==> config.mk <==
export PLATFORM = sky130hd
export DESIGN_NAME = mem_write_buffer
export DESIGN_NICKNAME = d
export VERILOG_FILES = /design/src/rtl/mem_write_buffer.sv
export SDC_FILE = /design/constraint.sdc
export NUM_CORES = 1
export LEC_CHECK = 0
export ABC_CLOCK_PERIOD_IN_PS = 7800
export CORE_UTILIZATION = 45
export DETAILED_ROUTE_END_ITERATION = 7
export REMOVE_ABC_BUFFERS = 1
export SYNTH_ARGS = -nofsm -noshare
export SYNTH_HDL_FRONTEND = slang
export SYNTH_SLANG_ARGS = --single-unit
export TNS_END_PERCENT = 1
==> constraint.sdc <==
create_clock -name HCLK -period 7.8 [get_ports HCLK]
set_input_delay 1.17 -clock HCLK [delete_from_list [all_inputs] [get_ports HCLK]]
set_output_delay 1.17 -clock HCLK [all_outputs]
set_load 0.02 [all_outputs]
==> src/rtl/mem_write_buffer.sv <==
// mem_write_buffer
// ----------------
// Sits between the AHB DMA slave memory-write port and the SRAM macro.
// Every cycle with mem_write_flag high is captured into a DEPTH-entry
// circular buffer of {addr, data}. The buffer drains toward the SRAM through
// a request/grant handshake, so SRAM stalls during a burst are absorbed.
// Status outputs give the fill level, full/empty, a sticky overflow flag
// (a write was dropped because the buffer was full) and a wrapping count of
// writes retired to the SRAM.
//
// Ports
//   HCLK            clock, all state changes on the rising edge
//   HRESETn         asynchronous active-low reset
//   mem_WR_addr     write address from the slave
//   mem_write_flag  write strobe, one write per high cycle
//   HWDATA_toMem    write data from the slave
//   sram_req        head entry valid toward the SRAM
//   sram_addr       head entry address (0 while empty)
//   sram_wdata      head entry data (0 while empty)
//   sram_gnt        SRAM accepts the head entry this cycle
//   i_clr           synchronous clear of o_overflow and o_words_written
//   o_level         occupied entries, 0..DEPTH
//   o_full          o_level == DEPTH
//   o_empty         o_level == 0
//   o_overflow      sticky, a write was dropped
//   o_words_written writes retired to the SRAM, wraps at 16 bits
module mem_write_buffer #(
  parameter int DEPTH  = 8,
  parameter int ADDR_W = 32,
  parameter int DATA_W = 32
) (
  input  logic                       HCLK,
  input  logic                       HRESETn,
  input  logic [ADDR_W-1:0]          mem_WR_addr,
  input  logic                       mem_write_flag,
  input  logic [DATA_W-1:0]          HWDATA_toMem,
  output logic                       sram_req,
  output logic [ADDR_W-1:0]          sram_addr,
  output logic [DATA_W-1:0]          sram_wdata,
  input  logic                       sram_gnt,
  input  logic                       i_clr,
  output logic [$clog2(DEPTH):0]     o_level,
  output logic                       o_full,
  output logic                       o_empty,
  output logic                       o_overflow,
  output logic [15:0]                o_words_written
);

  localparam int PTR_W = $clog2(DEPTH);
  localparam int LVL_W = PTR_W + 1;
  localparam logic [LVL_W-1:0] FULL_LEVEL = LVL_W'(DEPTH);

  logic [ADDR_W-1:0] r_addrMem [DEPTH];
  logic [DATA_W-1:0] r_dataMem [DEPTH];
  logic [PTR_W-1:0]  r_wrPtr;
  logic [PTR_W-1:0]  r_rdPtr;
  logic [LVL_W-1:0]  r_level;
  logic              r_overflow;
  logic [15:0]       r_wordsWritten;

  logic w_full;
  logic w_empty;
  logic w_pop;
  logic w_push;
  logic w_drop;

  assign w_full  = (r_level == FULL_LEVEL);
  assign w_empty = (r_level == '0);

  // A grant with nothing queued is ignored. When full, a same-cycle pop frees
  // the head slot, so the incoming write is still accepted; at full wr_ptr
  // equals rd_ptr, and the old head leaves on the same edge it is overwritten.
  assign w_pop  = !w_empty && sram_gnt;
  assign w_push = mem_write_flag && (!w_full || w_pop);
  assign w_drop = mem_write_flag && w_full && !w_pop;

  // Storage array carries no reset; its contents are only observed through
  // the empty-masked read port below.
  always_ff @(posedge HCLK) begin
    if (w_push) begin
      r_addrMem[r_wrPtr] <= mem_WR_addr;
      r_dataMem[r_wrPtr] <= HWDATA_toMem;
    end
  end

  // Pointers, level and status counters. Pointers wrap naturally because
  // DEPTH is a power of two. Clear wins over a same-cycle drop or retire.
  always_ff @(posedge HCLK or negedge HRESETn) begin
    if (!HRESETn) begin
      r_wrPtr        <= '0;
      r_rdPtr        <= '0;
      r_level        <= '0;
      r_overflow     <= 1'b0;
      r_wordsWritten <= '0;
    end else begin
      if (w_push) begin
        r_wrPtr <= r_wrPtr + PTR_W'(1);
      end
      if (w_pop) begin
        r_rdPtr <= r_rdPtr + PTR_W'(1);
      end
      if (w_push && !w_pop) begin
        r_level <= r_level + LVL_W'(1);
      end else if (w_pop && !w_push) begin
        r_level <= r_level - LVL_W'(1);
      end
      if (i_clr) begin
        r_overflow     <= 1'b0;
        r_wordsWritten <= '0;
      end else begin
        if (w_drop) begin
          r_overflow <= 1'b1;
        end
        if (w_pop) begin
          r_wordsWritten <= r_wordsWritten + 16'd1;
        end
      end
    end
  end

  // Head entry is masked to zero while empty so the SRAM side reads 0 out of
  // reset (and immediately on an asynchronous reset) despite the unreset array.
  assign sram_req   = !w_empty;
  assign sram_addr  = w_empty ? '0 : r_addrMem[r_rdPtr];
  assign sram_wdata = w_empty ? '0 : r_dataMem[r_rdPtr];

  assign o_level         = r_level;
  assign o_full          = w_full;
  assign o_empty         = w_empty;
  assign o_overflow      = r_overflow;
  assign o_words_written = r_wordsWritten;

endmodule

==> Word-level counts from Yosys, hierarchy flattened <==
Memory sizes are Yosys's and may differ from the RTL's.
Cells that the tools add are included.
{ "op_classes": {"n_mux": 10, "n_eq_ne": 1, "shifts": 0, "n_div": 0, "n_lt_le_gt_ge": 0, "multipliers": 0, "n_reduce_logical": 15, "n_addsub": 5, "bitwise_logic": 0} }
{ "op_table": {"columns": ["op", "n"], "rows": [
  ["$mux W32", 2],
  ["$mux W16", 2],
  ["$add A16 B1 Y16 const B", 1],
  ["$mux W4", 2],
  ["$add A3 B1 Y3 const B", 2],
  ["$logic_and A1 B1 Y1", 6],
  ["$reduce_bool A2 Y1", 3],
  ["$add A4 B1 Y4 const B", 1],
  ["$eq A4 B4 Y1 const B", 1],
  ["$logic_not A1 Y1", 4],
  ["$logic_not A4 Y1", 1],
  ["$mux W1", 4],
  ["$sub A4 B1 Y4 const B", 1],
  ["$logic_or A1 B1 Y1", 1]
]} }
{ "word_totals": {"output_inout_bits": 88, "word_cells": 38, "latchBits": 0, "regBits": 27, "ramBits": 512, "inputBits": 69, "mem_bits_ro": 0, "mem_count": 2} }
{ "memory_table": {"columns": ["memory", "words", "word_bits", "read_ports", "rd_ports_with_merged_regs", "write_ports", "line_no", "rtl"], "rows": [
  ["r_addrMem", 8, 32, 1, 0, 1, "53", "logic [ADDR_W-1:0] r_addrMem [DEPTH];"],
  ["r_dataMem", 8, 32, 1, 0, 1, "54", "logic [DATA_W-1:0] r_dataMem [DEPTH];"]
]} }

==> Depth between registers and ports, before layout <==
Gate-level depths: netlist of the first run.
{ "logic_depth": {"ltp_word": 9, "depth_mapped": 9, "mapped_depth_nobuf": 9} }

==> Worst setup path after synthesis of the first run <==
Ideal clock, no wire load.
{ "synth_timing": {"path_type": "input-to-reg", "startpoint": "input sram_gnt", "endpoint": "memory r_addrMem[1][0], enable pin", "path_stages": 4, "n_path_buf": 0, "setup_time_ps": 565, "t_required_ps": 7235, "path_slack_ps": 1173, "arrival_time_ps": 6063, "cell_sequence": "inv_1 -> a21boi_1 -> nand2_1 -> nor3_1"} }
{ "synth_via": {"elab_chain_cells": 5} }
{ "synth_lines": {"columns": ["element", "line_no", "rtl"], "rows": [
  ["start: declaration", "40", "input logic sram_gnt,"],
  ["$logic_and A1 B1 Y1", "73", "assign w_pop = !w_empty && sram_gnt;"],
  ["$logic_or A1 B1 Y1", "74", "assign w_push = mem_write_flag && (!w_full || w_pop);"],
  ["$logic_and A1 B1 Y1", "74", null],
  ["named net w_push", "64", "logic w_push;"],
  ["$mux W1", "80", "if (w_push) begin"],
  ["$mux W1 (implied by the code)", "81", "r_addrMem[r_wrPtr] <= mem_WR_addr;"],
  ["end: declaration", "53", null]
]} }
The timed path passes the listed nets, and every way through them passes these cells.

==> Final worst setup path of the first run <==
{ "layout_timing": {"startpoint": "register r_rdPtr[1]", "endpoint": "output sram_wdata[31]"} }
{ "layout_via": {"elab_chain_cells": 2} }
{ "layout_lines": {"columns": ["element", "line_no", "rtl"], "rows": [
  ["start: declaration", "56", "logic [PTR_W-1:0] r_rdPtr;"],
  ["start signal: assignment", "100", "r_rdPtr <= r_rdPtr + PTR_W'(1);"],
  ["$mem_v2 Z8 W32", null, null],
  ["$mux W32", "125", "assign sram_wdata = w_empty ? '0 : r_dataMem[r_rdPtr];"],
  ["end: declaration", "39", "output logic [DATA_W-1:0] sram_wdata,"]
]} }
No other way between the ends.

==> results.toml, run 1 <==
[yosys]
yosysUniqueCellTypes = 39
netlist_area_um2 = 20800
ys_seq_area_frac = 0.772
synth_seq_cells = 539
synthTopCellsByArea = "edfxtp_1, mux4_2, dfrtp_1"
syn_inst = 958
synth.avg_cell_area_um2 = 21.7
synth_edf_count = 512
synth_top_cell_by_area = "edfxtp_1"
yosys_warnings = 0
synth_ff_type = "edfxtp_1"
synth_top_cell_area_share = 0.740
ys_async_sr_fraction = 0.0501

[sta]
relSlewSlack = 0.324
fin_tns_setup_ns = 0
period_needed_ns = 4.98
rsz0062_at_grt = "no"
tightestPinTransition_ns = 1.01
hold_violations = 0
setup-violations-final = 0
clock_skew_ns = 0.00912
slew_viol_final = 0
timing.final.crit_share = 0.639
max_freq_ghz = 0.201

[clocking]
cts_resized = 0
cts_tree = "built"
hold_buffers = 0
root_buffer = "clkbuf_16"
cts_buffers = 55
clock-sinks = 539
htree_levels = 2
clk_pin_slew_ns = 0.06
insertion_delay_ns = 0.59
clockBufferDepth = 3
post-cts-setup-buffers = 0

[grt]
grt-ovfl-total = 0
grt_max_degree = 64
grt_usage = 0.187
first_global_vias = 10300
grt_pass1_wl_mm = 65.2
antenna_found_initial = 4

[hold_path]
worstHoldStart = "o_overflow"
hp-class = "reg -> reg"
hold_depth = 2
whs_endpoint = "o_overflow"

[placement]
dp_hpwl_mm = 22.8
port_buffers = 156
post-place-cells = 1686
place_area_um2 = 23100
gp_congestion = 0.741

[worst_setup_path]
worst_ep_required_time_ns = 6.63
worstReg2RegEnd = "r_addrMem[7][24]"
crit_path_end_kind = "primary output"
crit_arrival_ns = 3.81
r2r_start = "o_level[3]"
critPathLaunchType = "flop"
r2r_slack_ns = 4.19
path_class = "reg -> out"
r2r_cells = 5
critPathMaxFanout = 63

[power]
power_density_nw_per_um2 = 384
ir_drop_v = 0.000233
p_leak_nw = 8.07

[floorplanning]
start_util = 0.457
core-area_um2 = 45500
die_h_um = 217
die_x_um = 217
rows = 78
pin_count = 157
die_area_um2 = 47000

[outcome]
status = "finished clean"

[drt]
viasPerCell = 5.49
routed_wl_mm = 42.9
drc_errors = 0
drt_iter0_markers = 798
wl_per_cell_um = 24.1
route.met2.wl_mm = 21.0
ant_nets = 0
first_pass_iters = 5
vias = 9808
maxUsedRoutingLayer = "met5"
wl_met3_mm = 1.80
wl_met1_mm = 19.3

[finish]
drive_gt1_frac = 0.202
final_cell_mix = "edfxtp_1, clkdlybuf4s50_1, mux4_2"
layout_commonest_cell = "edfxtp_1"
final_cell_area_um2 = 24800
final_nets = 1219
stdcell_count = 1785
syn_to_final_growth_pct = 19.2

[job]
cap_violations = 0
[cells by family (layout without fill, tap and decap cells)]
group                      after synthesis  count (layout)  share of synthesized area
muxes                                  196             196                      0.172
other                                    0               2                          0
xor gates and xnor gates                16              16                    0.00674
AOI/OAI and AO/OA                       18              18                    0.00554
and+or+nand+nor                        130             130                     0.0286
DFF                                    539             539                      0.772
buffers and inverters                   52             277                     0.0105
adders and majority gates                7               7                    0.00458
[metrics by stage]
step | setup slack [ns] | total power [mW] | hold slack (ns) | util
6_report | 2.82 | 9.50 | 0.511 | 0.545
4_1_cts | 2.66 | 9.67 | 0.514 | 0.544
2_1_floorplan | 0.612 | 6.12 | 0.480 | -
3_3_place_gp | 3.14 | 7.22 | 0.479 | 0.509
3_5_place_dp | 3.09 | 7.25 | 0.500 | 0.509
5_1_grt | 2.50 | 9.96 | 0.547 | 0.545
[metal layers]
layer,track usage,vias to the layer above
met5,0,-
met4,0.0502,4
met3,0.0338,63
met2,0.299,206
met1,0.268,5238
li1,-,4297
[worst max path at each step]
stage / start / endpoint / slack [ns] / cells after the start
6_report: r_rdPtr[1] / sram_wdata[31] / 2.82 / 5
5_1_grt: r_rdPtr[0] / sram_wdata[31] / 2.50 / 5
4_1_cts: r_rdPtr[0] / sram_wdata[31] / 2.66 / 5
3_3_place_gp: sram_gnt / r_addrMem[7][16] / 3.14 / 6
3_5_place_dp: sram_gnt / r_dataMem[7][7] / 3.09 / 6
2_1_floorplan: r_rdPtr[0] / sram_addr[0] / 0.61 / 3
[sequential cells by signal (all words and copies together), names as in the netlist]
register / count
o_overflow: 1
r_wrPtr: 3
r_addrMem: 256
o_words_written: 16
r_dataMem: 256
o_level: 4
r_rdPtr: 3
[power by group]
group,switching (mW),internal (mW),leakage [nW]
sequential,0.309,3.62,5.00
clock,1.05,1.35,0.795
combinational,1.63,1.54,2.27
total,2.99,6.51,8.07
[critical path, stage by stage (launching register included)]
cell and delay [ns]:
dfrtp_4 1.05, buf_4 0.75, mux4_2 0.41, mux2i_1 0.31
nor2_1 0.08, clkdlybuf4s50_1 0.58
[synthesized netlist by cell type, types with 6 or more instances]
library cell,instances
a21oi_1,6
buf_2,19
clkbuf_1,21
dfrtp_1,27
edfxtp_1,512
ha_1,6
mux2i_1,65
mux4_2,128
nand2_1,16
nor2_1,82
nor3_1,7
xnor2_1,12
[cell type report]
cell class                      count  area (um^2)
Inverter                            7         26.3
Timing Repair Buffer              173         1730
Fill cell                        3594        20700
Clock inverter                     36          231
Clock buffer                       61         1400
Multi-Input combinational cell    367         4570
Antenna cell                        2         5.00
Tap cell                          600          751
Sequential cell                   539        16100
No activity file was read; power rests on OpenSTA's default activity.
==> run 2: changes to the inputs <==
- ABC_CLOCK_PERIOD_IN_PS: 7800 -> 4980
- clock period: 7.8 -> 4.98 ns (I/O delays scaled with it)
==> results.toml, run 2 (synthesized netlist as in run 1, its figures left out) <==
[drt]
vias = 9715
viasPerCell = 5.44
drc_errors = 0
drt_iter0_markers = 604
wl_per_cell_um = 23.1
routed_wl_mm = 41.3
first_pass_iters = 4
ant_nets = 0

[worst_setup_path]
max_stage_delay_ns = 0.78
cp_num_buf_inv = 2
path_class = "reg -> out"
crit_arrival_ns = 3.25
critPathLaunchType = "flop"
crit_path_end_kind = "primary output"
worst_ep_required_time_ns = 4.23
critPathMaxFanout = 25
critical_path.top_delay_family = "buffers and inverters"
path_cells = "buf_4, mux4_2, mux2i_1, nor2_1, clkdlybuf4s50_1"
slowest_stage = "dfrtp_4"

[placement]
gp_congestion = 0.725
port_buffers = 156
dp_hpwl_mm = 21.7

[finish]
final_nets = 1223
final_cell_mix = "edfxtp_1, clkdlybuf4s50_1, mux4_2"
utilization = 0.548
layout_commonest_cell = "edfxtp_1"
syn_to_final_growth_pct = 20.0
drive_gt1_frac = 0.198

[floorplanning]
rows = 78
die_x_um = 217
start_util = 0.457
die_area_um2 = 47000
core-area_um2 = 45500
die_h_um = 217
pin_count = 157

[sta]
relSlewSlack = 0.402
fin_tns_setup_ns = 0
rsz0062_at_grt = "no"
max_freq_ghz = 0.250
setup-violations-final = 0
timing.final.crit_share = 0.802
period_needed_ns = 4.00
slew_viol_final = 0
hold_violations = 0
clock_skew_ns = 0.0101
tightestPinTransition_ns = 0.896

[power]
power_density_nw_per_um2 = 602
ir_drop_v = 0.000397
p_leak_nw = 8.14

[clocking]
htree_levels = 2
clock-sinks = 539
insertion_delay_ns = 0.59
cts_resized = 0
cts_buffers = 55
cts_tree = "built"
clk_pin_slew_ns = 0.06
clockBufferDepth = 3
hold_buffers = 0
post-cts-setup-buffers = 0
root_buffer = "clkbuf_16"

[grt]
grt_usage = 0.181
grt-ovfl-total = 0
grt_max_degree = 131
grt_pass1_wl_mm = 63.5
antenna_found_initial = 1
first_global_vias = 10300

[job]
cap_violations = 0

[hold_path]
hp-class = "reg -> reg"

[outcome]
status = "finished clean"
==> run 2: final timing paths <==
kind	slack, ns	depth (start not counted)	from	end
max in group asynchronous	4.14	2	HRESETn	r_rdPtr[2]
hold / removal	0.51	2	o_overflow	o_overflow
min in group asynchronous	0.54	2	HRESETn	o_words_written[14]
setup / recovery	0.98	5	r_rdPtr[0]	sram_wdata[10]
setup reg to reg	2.04	8	o_level[0]	o_level[3]
hold reg to reg	0.51	2	o_overflow	o_overflow
==> run 2: routing by layer <==
layer	GRT usage	share of wire	routed length, um	up-vias
met5	0	0	0	-
met4	0.0486	0.020	813	0
met3	0.0320	0.038	1550	55
met2	0.304	0.50	20700	179
met1	0.246	0.44	18200	5172
li1	-	-	-	4309
==> run 2: final cells by class <==
class | instances | area (um^2)
Antenna cell | 1 | 2.50
Sequential cell | 539 | 16100
Fill cell | 3567 | 20500
Clock inverter | 27 | 196
Tap cell | 600 | 751
Inverter | 7 | 26.3
Clock buffer | 69 | 1470
Timing Repair Buffer | 177 | 1860
Multi-Input combinational cell | 367 | 4570
==> run 2: per-stage QoR <==
step	worst slack, ns	instances	total power, mW	instance area [um^2]	hold WS [ns]
global route	0.731	1787	15.7	24900	0.573
finish	0.985	1787	15.0	24900	0.506
global placement	1.34	1690	11.4	23300	0.487
detailed placement	1.27	1690	11.4	23300	0.500
CTS	0.829	1786	15.3	24900	0.514
floorplan	-1.78	913	9.58	20600	0.451
==> run 2: report_power, final <==
part           internal [mW]  total [mW]  switching (mW)
Clock                   2.22        3.83            1.61
Combinational           2.48        5.18            2.69
Sequential              5.67        6.00           0.325
Total                   10.4        15.0            4.63
==> run 2: tightest hold or removal path: cells and delay by family, from the launching register on <==
family             cells  cell delay, ns
and+or+nand+nor        1            0.08
AOI/OAI and AO/OA      1            0.04
DFF                    1            0.34
